==> src/rtl/wfq_div_pipe.sv <==
// Fully pipelined non-restoring divider: floor(dividend*2^WD / divisor), one quotient bit per stage.
// Optional remainder output and correction stage enabled by defining WFQ_DIV_REMAINDER_EN.
module wfq_div_pipe #(
  parameter int WN    = 16,
  parameter int WD    = 16,
  parameter int WQ    = 16,
  parameter int TAG_W = 8
) (
  input  logic             clk,
  input  logic             rst_n,
  input  logic             in_valid,
  output logic             in_ready,
  input  logic [WN-1:0]    dividend,
  input  logic [WD-1:0]    divisor,
  input  logic [TAG_W-1:0] in_tag,
  output logic             out_valid,
  input  logic             out_ready,
  output logic [WQ-1:0]    quotient,
  output logic [TAG_W-1:0] out_tag,
  output logic             dz,
  output logic             ovf
`ifdef WFQ_DIV_REMAINDER_EN
  ,
  output logic [WD-1:0]    remainder
`endif
);

  localparam int RW = WD + 2;
  localparam int NW = WN + WD;
  localparam int CW = (NW > WD + WQ) ? NW : WD + WQ;

  // Stage 0 is the input register, stages 1..WQ each resolve one quotient bit.
  logic             s_v   [0:WQ];
  logic [RW-1:0]    s_r   [0:WQ];
  logic [WQ-1:0]    s_q   [0:WQ];
  logic [WD-1:0]    s_d   [0:WQ];
  logic [TAG_W-1:0] s_tag [0:WQ];
  logic             s_dz  [0:WQ];
  logic             s_ovf [0:WQ];

  logic [RW-1:0] it_r [1:WQ];
  logic [WQ-1:0] it_q [1:WQ];

  logic          advance;
  logic [NW-1:0] num;
  logic          in_dz;
  logic          in_ovf;
  logic [RW-1:0] in_r;
  logic [WQ-1:0] in_low;
  logic          unused_bits;

  assign advance  = !(out_valid && !out_ready);
  assign in_ready = advance;

  // The upper bits of dividend*2^WD seed the partial remainder; the low WQ bits
  // ride in the quotient register and are shifted out as quotient bits shift in.
  assign num    = {dividend, {WD{1'b0}}};
  assign in_dz  = (divisor == '0);
  assign in_ovf = !in_dz && (CW'(num) >= CW'({divisor, {WQ{1'b0}}}));
  assign in_r   = RW'({{RW{1'b0}}, num} >> WQ);
  assign in_low = num[WQ-1:0];

  always_comb begin
    for (int k = 1; k <= WQ; k++) begin
      it_r[k] = '0;
      it_q[k] = '0;
    end
    for (int k = 1; k <= WQ; k++) begin
      if (s_r[k-1][RW-1])
        it_r[k] = {s_r[k-1][RW-2:0], s_q[k-1][WQ-1]} + {2'b00, s_d[k-1]};
      else
        it_r[k] = {s_r[k-1][RW-2:0], s_q[k-1][WQ-1]} - {2'b00, s_d[k-1]};
      it_q[k] = {s_q[k-1][WQ-2:0], ~it_r[k][RW-1]};
    end
  end

`ifdef WFQ_DIV_REMAINDER_EN
  logic [RW-1:0] fix_r;

  // A negative final remainder only needs the divisor added back; quotient bits are already exact.
  assign fix_r       = s_r[WQ][RW-1] ? (s_r[WQ] + {2'b00, s_d[WQ]}) : s_r[WQ];
  assign unused_bits = ^fix_r[RW-1:WD];

  always_ff @(posedge clk or negedge rst_n) begin
    if (!rst_n)
      remainder <= '0;
    else if (advance)
      remainder <= (s_dz[WQ] || s_ovf[WQ]) ? '0 : fix_r[WD-1:0];
  end
`else
  assign unused_bits = ^{s_r[WQ], s_d[WQ]};
`endif

  always_ff @(posedge clk or negedge rst_n) begin
    if (!rst_n) begin
      for (int k = 0; k <= WQ; k++) begin
        s_v[k]   <= 1'b0;
        s_r[k]   <= '0;
        s_q[k]   <= '0;
        s_d[k]   <= '0;
        s_tag[k] <= '0;
        s_dz[k]  <= 1'b0;
        s_ovf[k] <= 1'b0;
      end
      out_valid <= 1'b0;
      quotient  <= '0;
      out_tag   <= '0;
      dz        <= 1'b0;
      ovf       <= 1'b0;
    end else if (advance) begin
      s_v[0]   <= in_valid;
      s_r[0]   <= in_r;
      s_q[0]   <= in_low;
      s_d[0]   <= divisor;
      s_tag[0] <= in_tag;
      s_dz[0]  <= in_dz;
      s_ovf[0] <= in_ovf;
      for (int k = 1; k <= WQ; k++) begin
        s_v[k]   <= s_v[k-1];
        s_r[k]   <= it_r[k];
        s_q[k]   <= it_q[k];
        s_d[k]   <= s_d[k-1];
        s_tag[k] <= s_tag[k-1];
        s_dz[k]  <= s_dz[k-1];
        s_ovf[k] <= s_ovf[k-1];
      end
      out_valid <= s_v[WQ];
      quotient  <= (s_dz[WQ] || s_ovf[WQ]) ? '1 : s_q[WQ];
      out_tag   <= s_tag[WQ];
      dz        <= s_dz[WQ];
      ovf       <= s_ovf[WQ];
    end
  end

endmodule

==> config.mk <==
export PLATFORM = sky130hd
export DESIGN_NAME = wfq_div_pipe
export DESIGN_NICKNAME = d
export VERILOG_FILES = /design/src/rtl/wfq_div_pipe.sv
export SDC_FILE = /design/constraint.sdc
export NUM_CORES = 2
export LEC_CHECK = 0
export ABC_AREA = 1
export CAP_MARGIN = 20
export CELL_PAD_IN_SITES_DETAIL_PLACEMENT = 0
export CELL_PAD_IN_SITES_GLOBAL_PLACEMENT = 2
export CORE_UTILIZATION = 33
export CTS_CLUSTER_DIAMETER = 120
export DETAILED_ROUTE_END_ITERATION = 10
export DONT_BUFFER_PORTS = 1
export GPL_TIMING_DRIVEN = 0
export PLACE_DENSITY_LB_ADDON = 0.1
export REMOVE_ABC_BUFFERS = 1
export SETUP_SLACK_MARGIN = 0.05
export SKIP_CTS_REPAIR_TIMING = 1
export SYNTH_ARGS = -nofsm -noshare
export SYNTH_HDL_FRONTEND = slang
export SYNTH_SLANG_ARGS = --single-unit
==> constraint.sdc <==
create_clock -name clk -period 1.8 [get_ports clk]
set_input_delay 0.09 -clock clk [delete_from_list [all_inputs] [get_ports clk]]
set_output_delay 0.09 -clock clk [all_outputs]
set_load 0.1 [all_outputs]
==> results.cfg <==
[global_route]
grt_start_max_net_pins = 216
grt_pass1_vias = 56800
antenna_found_initial = 1
grt_pass1_wl_um = 324000
grt_overflow_total = 0
grtUsageTotal = 0.206

[routing]
viasPerCell = 4.74
wl_um = 215000
remaining_drc_errors = 0
firstDrtPassIters = 5
ant_nets = 0
num_vias = 59100
drt_iter0_markers = 4588
wl_per_cell_um = 17.2

[clock_tree]
clkTransAtPathRegs_ps = 70
htreeDepth = 3
cts_buffer_depth = 3
cts_root_buffer = clkbuf_16
cts_buffers = 111
clock-sinks = 877
cts_tree = built
insertion_delay_ps = 800

[placed_design]
portBuffers = 0
dp_hpwl_um = 157000
pre_cts_ws_ps = -3660
placed_area_mm2 = 0.0666
place_congestion = 0.832
dp_cells = 12100

[worst_setup_path]
critPathMaxFanout = 8
crit_path_end_kind = output port
slowest_stage = dfrtp_4
crit_top_cell = buf_16
cp.arrival_ps = 2890
crit_path_max_incr_delay_ps = 630
crit_chain = inv_4 -> nor2_4 -> buf_12 -> buf_16 -> buf_16 -> buf_16 -> buf_16 -> buf_16 -> clkinv_16 -> buf_16 -> buf_16
crit_type = flip-flop to output port
cp.required_ps = 1710
cp-start-kind = flip-flop

[finish]
syn_to_final_growth_pct = 12.4
drive_above_1_share = 0.0416
nNetsFinal = 10400
final_cells = 12500
stdcell_area_mm2 = 0.0725

[synthesis]
synth_area_leaders = dfrtp_1 34%, nand2_1 24%, ha_1 9.6%
ys_warn_count = 0
synth_area_mm2 = 0.0645
syn_avg_cell_area_um2 = 6.49
postSynthCellCount = 9943
synth_seq_cells = 877
ys_types = 45
synth_top_cell_by_area = dfrtp_1
yosysTopAreaCellShare = 0.340
ys_seq_area_frac = 0.340

[flow_run]
maxCapViolations = 0

[sta]
hold-worst-slack_ps = -727
fin_ws_ps = -1180
worstMarginPinSlew_ps = 1200
max_slew_margin = 0.201
rsz0062_at_grt = yes
period_share = 1.66
setup_viol = 836
layout_min_cycle_time_ps = 2980
slew_violations = 0
max_freq_ghz = 0.335
fin_skew_ps = 66.4
hold_viol = 340

[floorplan]
fp-row-count = 161
die_h_um = 444
start_util = 0.333
core_mm2 = 0.193
chipWidth_um = 444
io_pins = 72
die-area_mm2 = 0.197

[outcome]
status = finished, violations left
violations = negative hold slack, negative setup slack

[worst_hold_path]
hp-class = input port to asynchronous set/reset pin
-- layer usage --
layer  routed length [um]  up-vias  GRT usage  part of all wire
met5                    0        -          0                 0
met1               107000    27400      0.296              0.50
met3                 7120      199     0.0223             0.033
li1                     -    30700          -                 -
met4                 4990        0     0.0494             0.023
met2                95600      853      0.327              0.44
-- through the flow --
step,TNS [ps],utilization
floorplan,-,-
global placement,-,0.340
detailed placement,-2084530,0.345
CTS,-1984350,0.365
global route,-642570,0.375
finish,-549830,0.375
-- placed cells by master (no fill, tap or decap), types with 34 or more instances in the layout --
cell type      instances
nand2_1             4110
inv_1               1317
dfrtp_1              874
nor2_1               673
nand3_1              597
o21ai_0              567
ha_1                 493
a21oi_1              345
clkbuf_16            139
nand4_1              127
nor3_1                76
xor2_1                73
dlygate4sd3_1         56
o21bai_1              52
o21ai_1               48
buf_4                 34
-- worst max-delay path: cells and delay by family (launching register included) --
kind	cells	cell delay, ps
flip-flops	1	630
buffers and inverters	10	1200
AND/OR/NAND/NOR	1	150
-- final cells by class --
cell class                 instances  area, um^2
fill                           21200      121000
multi-input combinational       7358       35800
sequential                       877       22000
inverter                        1348        5100
tap                             2526        3160
clock buffer                     153        3150
timing repair buffer             163        2530
clock inverter                    57         738
timing repair inverter             3        33.8
antenna                            1        2.50
-- synth_stat cells (all sizes together) --
library cell	number
inv	1343
and3	1
and2	20
o31ai	4
o211ai	8
nor3	80
buf	280
xnor2	8
xor2	73
or2	23
a31oi	5
o21ai	616
nand3	606
clkinv	5
o21a	2
nand4	127
o21bai	52
clkbuf	81
nor3b	5
nor2	689
o22ai	3
dfrtp	877
fa	15
nor4	4
nand2	4137
a21oi	363
a21o	5
nand3b	14
a41oi	1
a21boi	1
ha	495
-- final timing paths --
path | slack (ps) | cells past startpoint | from | to
worst max register to register | -1080 | 14 | out_valid$_DFFE_PN0N_ | s_r[182]$_DFFE_PN0N_
worst min-delay path | -730 | 1 | rst_n | s_r[115]$_DFFE_PN0N_
worst max-delay path | -1180 | 11 | out_valid$_DFFE_PN0N_ | in_ready
min in group clk | -410 | 4 | out_ready | s_tag[68]$_DFFE_PN0N_
worst min register to register | 450 | 2 | s_v[0]$_DFFE_PN0N_ | out_valid$_DFFE_PN0N_
max in group asynchronous | 100 | 3 | rst_n | s_r[270]$_DFFE_PN0N_
-- cell families (layout without fill, tap and decap cells) --
group / Yosys count / in the layout / share of synthesized area
other: 0 / 1 / 0
adders and majority gates: 510 / 510 / 0.101
AOI/OAI and AO/OA: 1060 / 1060 / 0.0863
xor gates and xnor gates: 81 / 81 / 0.0110
buffers and inverters: 1709 / 1724 / 0.107
and+or+nand+nor: 5706 / 5707 / 0.355
DFF: 877 / 877 / 0.340
-- sequential cells by signal (all words and copies together) (netlist names) --
signal / cells
dz: 1
it_q: 120
out_tag: 8
out_valid: 1
ovf: 1
quotient: 16
s_d: 241
s_dz: 17
s_ovf: 17
s_q: 16
s_r: 286
s_tag: 136
s_v: 17
Power is left out: the tool's default activity adds up to more than one toggle a clock period on the data nets, which glitch-free logic cannot reach.
